<file path="config.mk">
export PLATFORM = sky130hd
export DESIGN_NAME = ram8
export DESIGN_NICKNAME = d
export VERILOG_FILES = /design/src/rtl/hack_pkg.sv /design/src/rtl/dmux8way.sv /design/src/rtl/mux8way16.sv /design/src/rtl/register_w.sv /design/src/rtl/ram8.sv
export SDC_FILE = /design/constraint.sdc
export NUM_CORES = 1
export LEC_CHECK = 0
export CAP_MARGIN = 5
export CELL_PAD_IN_SITES_DETAIL_PLACEMENT = 1
export CELL_PAD_IN_SITES_GLOBAL_PLACEMENT = 1
export CORE_ASPECT_RATIO = 2
export CORE_MARGIN = 3
export CORE_UTILIZATION = 44
export CTS_CLUSTER_SIZE = 8
export DETAILED_ROUTE_END_ITERATION = 16
export GPL_TIMING_DRIVEN = 1
export PLACE_DENSITY = 0.88
export SETUP_SLACK_MARGIN = 0.15
export SYNTH_ARGS = -nofsm -noshare
export SYNTH_HDL_FRONTEND = slang
export SYNTH_SLANG_ARGS = --single-unit
</file>
<file path="constraint.sdc">
create_clock -name clk -period 1.71 [get_ports clk]
set_input_delay 0.2565 -clock clk [delete_from_list [all_inputs] [get_ports clk]]
set_output_delay 0.2565 -clock clk [all_outputs]
set_load 0.03 [all_outputs]
</file>
<file path="src/rtl/hack_pkg.sv">
// Shared definitions for the Hack memory hierarchy.
//   WORD_W      : data word width
//   word_t      : one data word
//   RAM8_ADDR_W : address width of an eight-word register file
package hack_pkg;
    localparam int WORD_W      = 16;
    typedef logic [WORD_W-1:0] word_t;
    localparam int RAM8_ADDR_W = 3;
endpackage

</file>
<file path="src/rtl/dmux8way.sv">
// One-to-eight demultiplexer: routes `in` to the output selected by `sel`,
// all other outputs are 0.
//   in    : bit to route
//   sel   : output select
//   a..h  : outputs for sel = 0..7
module dmux8way
    import hack_pkg::*;
(
    input  logic                   in,
    input  logic [RAM8_ADDR_W-1:0] sel,
    output logic                   a,
    output logic                   b,
    output logic                   c,
    output logic                   d,
    output logic                   e,
    output logic                   f,
    output logic                   g,
    output logic                   h
);

    assign a = in & (sel == 3'd0);
    assign b = in & (sel == 3'd1);
    assign c = in & (sel == 3'd2);
    assign d = in & (sel == 3'd3);
    assign e = in & (sel == 3'd4);
    assign f = in & (sel == 3'd5);
    assign g = in & (sel == 3'd6);
    assign h = in & (sel == 3'd7);

endmodule

</file>
<file path="src/rtl/mux8way16.sv">
// Eight-to-one word multiplexer.
//   a..h : candidate words for sel = 0..7
//   sel  : input select
//   out  : selected word
module mux8way16
    import hack_pkg::*;
#(
    parameter int WIDTH = WORD_W
) (
    input  logic [WIDTH-1:0]       a,
    input  logic [WIDTH-1:0]       b,
    input  logic [WIDTH-1:0]       c,
    input  logic [WIDTH-1:0]       d,
    input  logic [WIDTH-1:0]       e,
    input  logic [WIDTH-1:0]       f,
    input  logic [WIDTH-1:0]       g,
    input  logic [WIDTH-1:0]       h,
    input  logic [RAM8_ADDR_W-1:0] sel,
    output logic [WIDTH-1:0]       out
);

    always_comb begin
        out = a;
        case (sel)
            3'd1:    out = b;
            3'd2:    out = c;
            3'd3:    out = d;
            3'd4:    out = e;
            3'd5:    out = f;
            3'd6:    out = g;
            3'd7:    out = h;
            default: out = a;
        endcase
    end

endmodule

</file>
<file path="src/rtl/register_w.sv">
// WIDTH-bit register with synchronous clear and load-enabled capture.
//   clk   : rising-edge clock
//   reset : synchronous active-high clear (wins over load)
//   in    : data to capture
//   load  : capture enable
//   out   : stored value
module register_w
    import hack_pkg::*;
#(
    parameter int WIDTH = WORD_W
) (
    input  logic             clk,
    input  logic             reset,
    input  logic [WIDTH-1:0] in,
    input  logic             load,
    output logic [WIDTH-1:0] out
);

    always_ff @(posedge clk) begin
        if (reset) begin
            out <= '0;
        end else if (load) begin
            out <= in;
        end
    end

endmodule

</file>
<file path="src/rtl/ram8.sv">
// Eight-word register file. Writes are synchronous (one-cycle latency),
// reads are purely combinational with no write-data bypass, so a same-cycle
// read of the written address shows the old word until the edge.
//   clk     : rising-edge clock
//   reset   : synchronous active-high clear of all words (wins over load)
//   in      : write data
//   load    : write enable for word[address]
//   address : word select for both read and write
//   out     : word[address]
module ram8
    import hack_pkg::*;
#(
    parameter int WIDTH = WORD_W,
    parameter int DEPTH = 8          // fixed; the decode below is 8-way
) (
    input  logic                   clk,
    input  logic                   reset,
    input  logic [WIDTH-1:0]       in,
    input  logic                   load,
    input  logic [RAM8_ADDR_W-1:0] address,
    output logic [WIDTH-1:0]       out
);

    logic [DEPTH-1:0] load_k;
    logic [WIDTH-1:0] words [DEPTH];

    dmux8way u_load_dec (
        .in  (load),
        .sel (address),
        .a   (load_k[0]),
        .b   (load_k[1]),
        .c   (load_k[2]),
        .d   (load_k[3]),
        .e   (load_k[4]),
        .f   (load_k[5]),
        .g   (load_k[6]),
        .h   (load_k[7])
    );

    for (genvar k = 0; k < DEPTH; k++) begin : g_word
        register_w #(.WIDTH(WIDTH)) u_reg (
            .clk   (clk),
            .reset (reset),
            .in    (in),
            .load  (load_k[k]),
            .out   (words[k])
        );
    end

    mux8way16 #(.WIDTH(WIDTH)) u_read_mux (
        .a   (words[0]),
        .b   (words[1]),
        .c   (words[2]),
        .d   (words[3]),
        .e   (words[4]),
        .f   (words[5]),
        .g   (words[6]),
        .h   (words[7]),
        .sel (address),
        .out (out)
    );

endmodule
</file>
Word-level counts from Yosys, hierarchy flattened
Cells that the tools add are included.

word-level totals
  register bits after elaboration = 128
  bits of input ports = 22
  output and inout port bits = 16

operators by class
  eq/ne operators = 7
  mux-type cells = 1
  bitwise operators = 8
  reduce and logical (&&, ||, !) cells = 1

operators with widths
  kind                  number
  $pmux W16 S7          1
  $eq A3 B3 Y1 const B  4
  $and A1 B1 Y1         8
  $eq A3 B2 Y1 const B  2
  $eq A3 B1 Y1 const B  1
  $logic_not A3 Y1      1

Longest topological paths before layout
Gate-level depths: netlist of the first run.

  word-level depth = 2
  mapped depth = 7

Hierarchy
Synthesis of the first run repeated with hierarchy kept, for this count alone.

unflattened totals
  cells, all modules = 601
  area total of the unflattened synthesis = 5855.6 µm²

modules (own cells, without submodules)
  module      instances  cells each  area an instance (µm²)  seq. area each (µm²)
  register_w  8          52          580.6                   320.3
  mux8way16   1          177         1114.8                  0.0
  dmux8way    1          8           96.3                    0.0

Worst setup path after synthesis of the first run
Ideal clock, no wire load.

  path kind = input to output
  start = in address[1]
  end = out out[5]
  arrival time = 1.598 ns
  data required time = 1.454 ns
  slack = -0.145 ns
  cell stages on the path = 6
  buffers on the path = 3
  cells stage by stage = clkbuf_2 -> buf_6 -> buf_2 -> nor3b_1 -> a211o_1 -> a21oi_1

on the way
  cells in the longest elaborated chain, start to end = 2
  elaborated cells between the ends (all ways) = 8
  those cells by class = eq/ne: 7; mux: 1

ends and longest elaborated chain
  element                                     line             text
  start: declaration                          ram8.sv:20       input logic [RAM8_ADDR_W-1:0] address,
  $eq A3 B3 Y1, or another cell as far along  mux8way16.sv:24  case (sel)
  $pmux W16 S7 *                              mux8way16.sv:24
  end: declaration                            ram8.sv:21       output logic [WIDTH-1:0] out

Mark *: on every way between the ends. The rest lies on a longest branch, timed or not.

Worst setup path in the final report of the first run
  start = in address[2]
  end = out out[9]

Same word-level chain as after synthesis.

==> results_dict.tcl, run 1 <==
set metrics [dict create \
    synth_edf_count 0 \
    crit_slowest_cell "o32ai_1" \
    hold_ws_ns 0.2647 \
    synthToLayoutAreaGrowth_pct 42.51 \
    cpMostUsedCell "buf_6" \
    core_um2 12700 \
    path_delay_family "compound AO/OA/AOI/OAI gates" \
    ys_types 37 \
    dp_hpwl_um 16270 \
    yosysSeqAreaShare_pct 44.24 \
    grt_pass1_vias 7255 \
    antenna_found_initial 1 \
    synth_common_cells "nand2_1 (271), a21oi_1 (129), dfxtp_1 (128), clkbuf_1 (28), mux2i_1 (24)" \
    hp-class "in -> reg" \
    grt_overflow 0 \
    r2r_start "g_word[7].u_reg.out[11]" \
    cts.clk_slew.worst_paths_ns 0.07 \
    finalPower_mw 8.244 \
    reg_top3 "g_word.u_reg.out x128" \
    status "complete, but fails checks" \
    leakage_nw 2.915 \
    synth_top_area_share_pct 44.24 \
    syn-instance-count 742 \
    path_max_fanout 19 \
    cts_buffers 17 \
    cap_violations 0 \
    rsz0062_at_grt "true" \
    ys_top_cells_by_area "dfxtp_1 (44%), nand2_1 (18%), a21oi_1 (11%), mux2i_1 (4.1%), buf_4 (2.9%)" \
    die_width_um 87.13 \
    critPathRequiredTime_ns 1.45 \
    rrSetupSlack_ns 0.82 \
    vias 6746 \
    cp.arrival_ns 1.81 \
    grt_pass1_wl_um 45260 \
    clock_skew_ns 0 \
    die_y_um 168.3 \
    fin_setup_tns_ns -2.936 \
    dieArea_um2 14660 \
    layout-drive-gt1-share_pct 32.37 \
    drtIter0Drc 795 \
    cts.sinks 128 \
    track_usage_pct 42.46 \
    synth_flop_cell "dfxtp_1" \
    max_freq_mhz 484.9 \
    largest_register "g_word.u_reg.out" \
    nNetsFinal 837 \
    finalCritPeriodShare_pct 120.6 \
    num_rows 58 \
    postLayoutSetupSlackWorst_ns -0.3522 \
    cts_buffer_depth 2 \
    yosys_warnings 0 \
    largest_reg_flops 128 \
    rr_endpoint "g_word[7].u_reg.out[11]" \
    worstSetupEndpointType "primary output" \
    avgSynthCellArea_um2 7.806 \
    initial_utilization_pct 45.61 \
    min-delay-start "reset" \
    finalWirelength_um 32820 \
    slew_viol_final 0 \
    clk-insertion-delay-late_ns 0.43 \
    hold_violations 0 \
    critPathKind "in -> out" \
    io_buffers 37 \
    fin_crit_ns 2.062 \
    whs_path_depth 2 \
    cts_htree_levels 4 \
    syn-cell-area_um2 5792 \
    yosys.area.top_type "dfxtp_1" \
    cp.buffers_inverters 5 \
    cts-root-buf "clkbuf_16" \
    wl_per_cell_um 33.53 \
    hold_end "g_word[1].u_reg.out[3]" \
    io_pins 38 \
    place.gp.congestion 0.8830 \
    crit_path_cell_trace "buf_6 -> buf_6 -> buf_4 -> buf_4 -> o32ai_1 -> o32a_4 -> buf_6" \
    synth-seq-cells 128 \
    setup_violations 16 \
    irDropWorstVdd_v 0.0009667 \
    fillerInstances 1389 \
    hold_buffers 0 \
    start_kind "primary input" \
    relSlewSlack_pct 63.07 \
    rr_worst_depth 2 \
    violations "negative setup slack" \
    syn_nets 764 \
    dr.pass1.iters 6 \
    grt_max_degree 49 \
    critical-path-max-stage-delay_ns 0.53 \
    drc_errors 0 \
    power.density_nw_per_um2 998.7 \
    ys_async_sr_fraction_pct 0 \
    antenna_left 0 \
    cts_tree "done" \
    avgViaCountPerCell 6.891 \
    tightest_slew_ns 0.5522 \
    yosysMostFrequentCell "nand2_1" \
]
timing repair:
action,CTS,global route
gates cloned,4,2
setup endpoints to repair,43,39
endpoints found under the hold margin,0,0
resized for setup,110,54
setup buffers,16,13
pin swaps,26,21
placed cells by master, fill, tap and decap left out, types with 9 or more instances in the layout:
master | Yosys | layout
a21oi_1 | 129 | 119
a21oi_2 | 0 | 9
a22o_1 | 11 | 11
buf_12 | 1 | 16
buf_4 | 22 | 65
buf_6 | 4 | 27
clkbuf_16 | 0 | 17
clkdlybuf4s50_1 | 0 | 17
dfxtp_1 | 128 | 101
dfxtp_2 | 0 | 26
inv_1 | 14 | 14
mux2i_4 | 0 | 9
nand2_1 | 271 | 268
o22ai_2 | 0 | 13
o32a_4 | 0 | 11
how the worst max path moves through the flow:
stage	slack, ns	cells past startpoint	endpoint	startpoint
after floorplan	0.09	6	out[0]	address[1]
after global placement	-0.42	7	out[0]	address[2]
after detailed placement	-0.46	7	out[6]	address[2]
after CTS	-0.19	4	out[5]	g_word[6].u_reg.out[5]
after global routing	-0.30	7	out[9]	address[2]
final	-0.35	7	out[9]	address[2]
logic make-up (layout without fill, tap and decap cells):
logic type / Yosys count / in the layout / synth area share [%]
buffers and inverters: 95 / 180 / 8.944
other: 0 / 1 / 0
AND/OR/NAND/NOR: 309 / 310 / 23.03
multiplexers: 25 / 25 / 4.537
flip-flops: 128 / 128 / 44.24
AO/OA/AOI/OAI: 185 / 185 / 19.25
power by group:
part / total (mW) / switching (mW) / internal [mW]
Clock: 4.07 / 1.56 / 2.51
Sequential: 3.11 / 0.0588 / 3.05
Combinational: 1.07 / 0.623 / 0.448
per-stage QoR:
stage	area (um^2)	util, %	cells	setup slack (ns)
finish	8254	65.00	979	-0.3522
global route	8254	65.00	979	-0.2998
CTS	7938	62.50	963	-0.1894
detailed placement	6668	52.50	911	-0.4589
global placement	6668	52.50	911	-0.4171
floorplan	6032	-	742	0.09083
layer usage:
metal  share of wire (%)  routed length [um]  track usage [%]
met5                   0                   0                0
met4                  12                3892            38.08
met3                 8.4                2758            10.58
met2                  48               15870            70.08
met1                  31               10310            42.45
layout make-up:
class,count,area [um^2],share of cell area [%]
timing repair buffer,134,1445,17.51
inverter,14,52.55,0.6367
clock buffer,22,494.2,5.988
antenna,1,2.502,0.03032
sequential,128,2599,31.48
clock inverter,10,147.6,1.789
tap,150,187.7,2.274
multi-input combinational,520,3326,40.29
Note: power is estimated with default switching activity, not from simulation.
==> run 2, diff against run 1 <==
- CTS_CLUSTER_SIZE: 8 -> 24
- SLEW_MARGIN: not set -> 10
==> results of run 2 <==
No change in the layout: final DEF, timing and power equal those of run 1.
==> run 3, diff against run 2 <==
- REMOVE_ABC_BUFFERS: not set -> 1
==> results_dict.tcl, run 3 (synthesis results as in run 1) <==
set metrics [dict create \
    cts_tree "done" \
    largest_register "g_word.u_reg.out" \
    rr_endpoint "g_word[0].u_reg.out[2]" \
    layout_common_cells "nand2_1 (268), a21oi_1 (126), dfxtp_1 (93)" \
    critPathKind "reg -> out" \
    rsz0062_at_grt "true" \
    p_int_mw 5.836 \
    p_clk_share_pct 49.1 \
    fillerInstances 1445 \
    cp-startpoint "g_word[5].u_reg.out[8]" \
    drtIter0Drc 613 \
    finalCritPeriodShare_pct 116.6 \
    vias 6520 \
    die_y_um 168.3 \
    grt_max_degree 57 \
    clock_skew_ns 0 \
    num_rows 58 \
    worstSetupEndpointType "primary output" \
    critPathRequiredTime_ns 1.45 \
    dr.pass1.iters 5 \
    clk-insertion-delay-late_ns 0.42 \
    avgViaCountPerCell 6.834 \
    grt_overflow 0 \
    fin_util_pct 60.51 \
    drc_errors 0 \
    postLayoutSetupSlackWorst_ns -0.2847 \
    path_max_fanout 2 \
    nNetsFinal 813 \
    rrSetupSlack_ns 0.57 \
    power.density_nw_per_um2 1034 \
    antenna_left 0 \
    cts_buffer_depth 2 \
    max_freq_mhz 501.3 \
    netSwitchingFraction_pct 26.54 \
    cts_buffers 17 \
    initial_utilization_pct 45.61 \
    tightest_slew_ns 0.6034 \
    slew_viol_final 0 \
    synthToLayoutAreaGrowth_pct 32.69 \
    largest_reg_flops 128 \
    antenna_found_initial 1 \
    core_um2 12700 \
    status "complete, but fails checks" \
    fin_crit_ns 1.995 \
    final_common_cell "nand2_1" \
    cts-root-buf "clkbuf_16" \
    hold_ws_ns 0.1755 \
    leakage_nw 2.720 \
    violations "negative setup slack" \
    fin_setup_tns_ns -1.719 \
    hold_buffers 0 \
    grt_pass1_wl_um 40840 \
    irDropWorstVdd_v 0.0008504 \
    seq_power_share_pct 39.0 \
    rr_worst_depth 2 \
    cts_htree_levels 4 \
    design_area_um2 7685 \
    cp.arrival_ns 1.74 \
    cts.clk_slew.worst_paths_ns 0.06 \
    dp_cells 905 \
    start_kind "register" \
    reg_top3 "g_word.u_reg.out x128" \
    r2r_start "g_word[0].u_reg.out[2]" \
    post_dp_cell_area_um2 6397 \
    diodes 0 \
    setup_violations 16 \
    track_usage_pct 38.17 \
    die_width_um 87.13 \
    comb_power_share_pct 11.9 \
    multiInputGateArea_um2 2979 \
    dieArea_um2 14660 \
    io_buffers 37 \
    cp-endpoint "out[8]" \
    dp_hpwl_um 14420 \
    relSlewSlack_pct 59.77 \
    finalWirelength_um 29120 \
    fin_cells 954 \
    cap_violations 0 \
    layout-drive-gt1-share_pct 25.87 \
    hold_violations 0 \
    place.gp.congestion 0.9807 \
    grt_pass1_vias 6885 \
    wl_per_cell_um 30.52 \
    cts.sinks 128 \
    hp-class "in -> reg" \
    net-switching-power_mw 2.108 \
    seqCellArea_um2 2614 \
    io_pins 38 \
]
[run 3: changes by cell type in the layout (fill, tap and decap cells not counted), sizes merged]
cell      previous run  this run
buf                117        92
bufbuf               0         2
clkbuf              22        20
clkinv               1         4
clkinvlp             3         5
diode                1         0
inv                 17        14
nand2b               2         1
[run 3: per-stage QoR]
| stage | setup slack (ns) | total power, mW |
|---|---|---|
| final | -0.2847 | 7.944 |
| after detailed placement | -0.4724 | 3.861 |
| after floorplan | -0.1017 | 3.403 |
| after global routing | -0.2752 | 8.114 |
| after CTS | -0.1339 | 7.789 |
| after global placement | -0.4411 | 3.831 |
[run 3: power by group through the flow]
| stage | Combinational (mW) | Clock [mW] | Sequential (mW) |
|---|---|---|---|
| 2_1_floorplan | 0.269 | 0 | 3.13 |
| 6_report | 0.941 | 3.90 | 3.10 |
| 5_1_grt | 0.962 | 4.05 | 3.10 |
| 3_5_place_dp | 0.711 | 0 | 3.15 |
| 4_1_cts | 0.830 | 3.87 | 3.09 |
| 3_3_place_gp | 0.685 | 0 | 3.15 |
[run 3: final cells by class]
| cell class | instances | area share (%) |
|---|---|---|
| tap | 150 | 2.442 |
| inverter | 14 | 0.6838 |
| multi-input combinational | 519 | 38.77 |
| sequential | 128 | 34.01 |
| clock buffer | 20 | 6.073 |
| timing repair buffer | 111 | 15.96 |
| clock inverter | 12 | 2.068 |
[run 3: worst min-delay path by stage]
| stage | cells after the start | to | start | slack, ns |
|---|---|---|---|---|
| 3_3_place_gp | 2 | g_word[7].u_reg.out[15] | g_word[7].u_reg.out[15] | 0.44 |
| 3_5_place_dp | 2 | g_word[1].u_reg.out[10] | g_word[1].u_reg.out[10] | 0.45 |
| 2_1_floorplan | 1 | g_word[0].u_reg.out[0] | reset | 0.33 |
| 4_1_cts | 2 | g_word[7].u_reg.out[5] | reset | 0.17 |
| 6_report | 2 | g_word[7].u_reg.out[5] | reset | 0.18 |
| 5_1_grt | 2 | g_word[7].u_reg.out[5] | reset | 0.19 |
[run 3: repair_timing]
item                       CTS  global route
resized for setup           98            65
cloned                       4             0
setup endpoints to repair   16            22
buffers inserted            10             3
hold endpoints to repair     0             0
pin swaps                   15            15
[run 3: critical path, stage by stage, from the launching register on]
cell and delay (ns):
dfxtp_1 0.33, mux2i_1 0.30, o22ai_1 0.16, o32a_1 0.34
buf_4 0.18
[run 3: layer usage]
layer	global-route usage (%)	vias up	part of all wire (%)
li1	-	2599	-
met1	40.31	3190	33
met2	63.16	514	50
met3	8.717	215	7.6
met4	30.33	2	9.2
met5	0	-	0.045
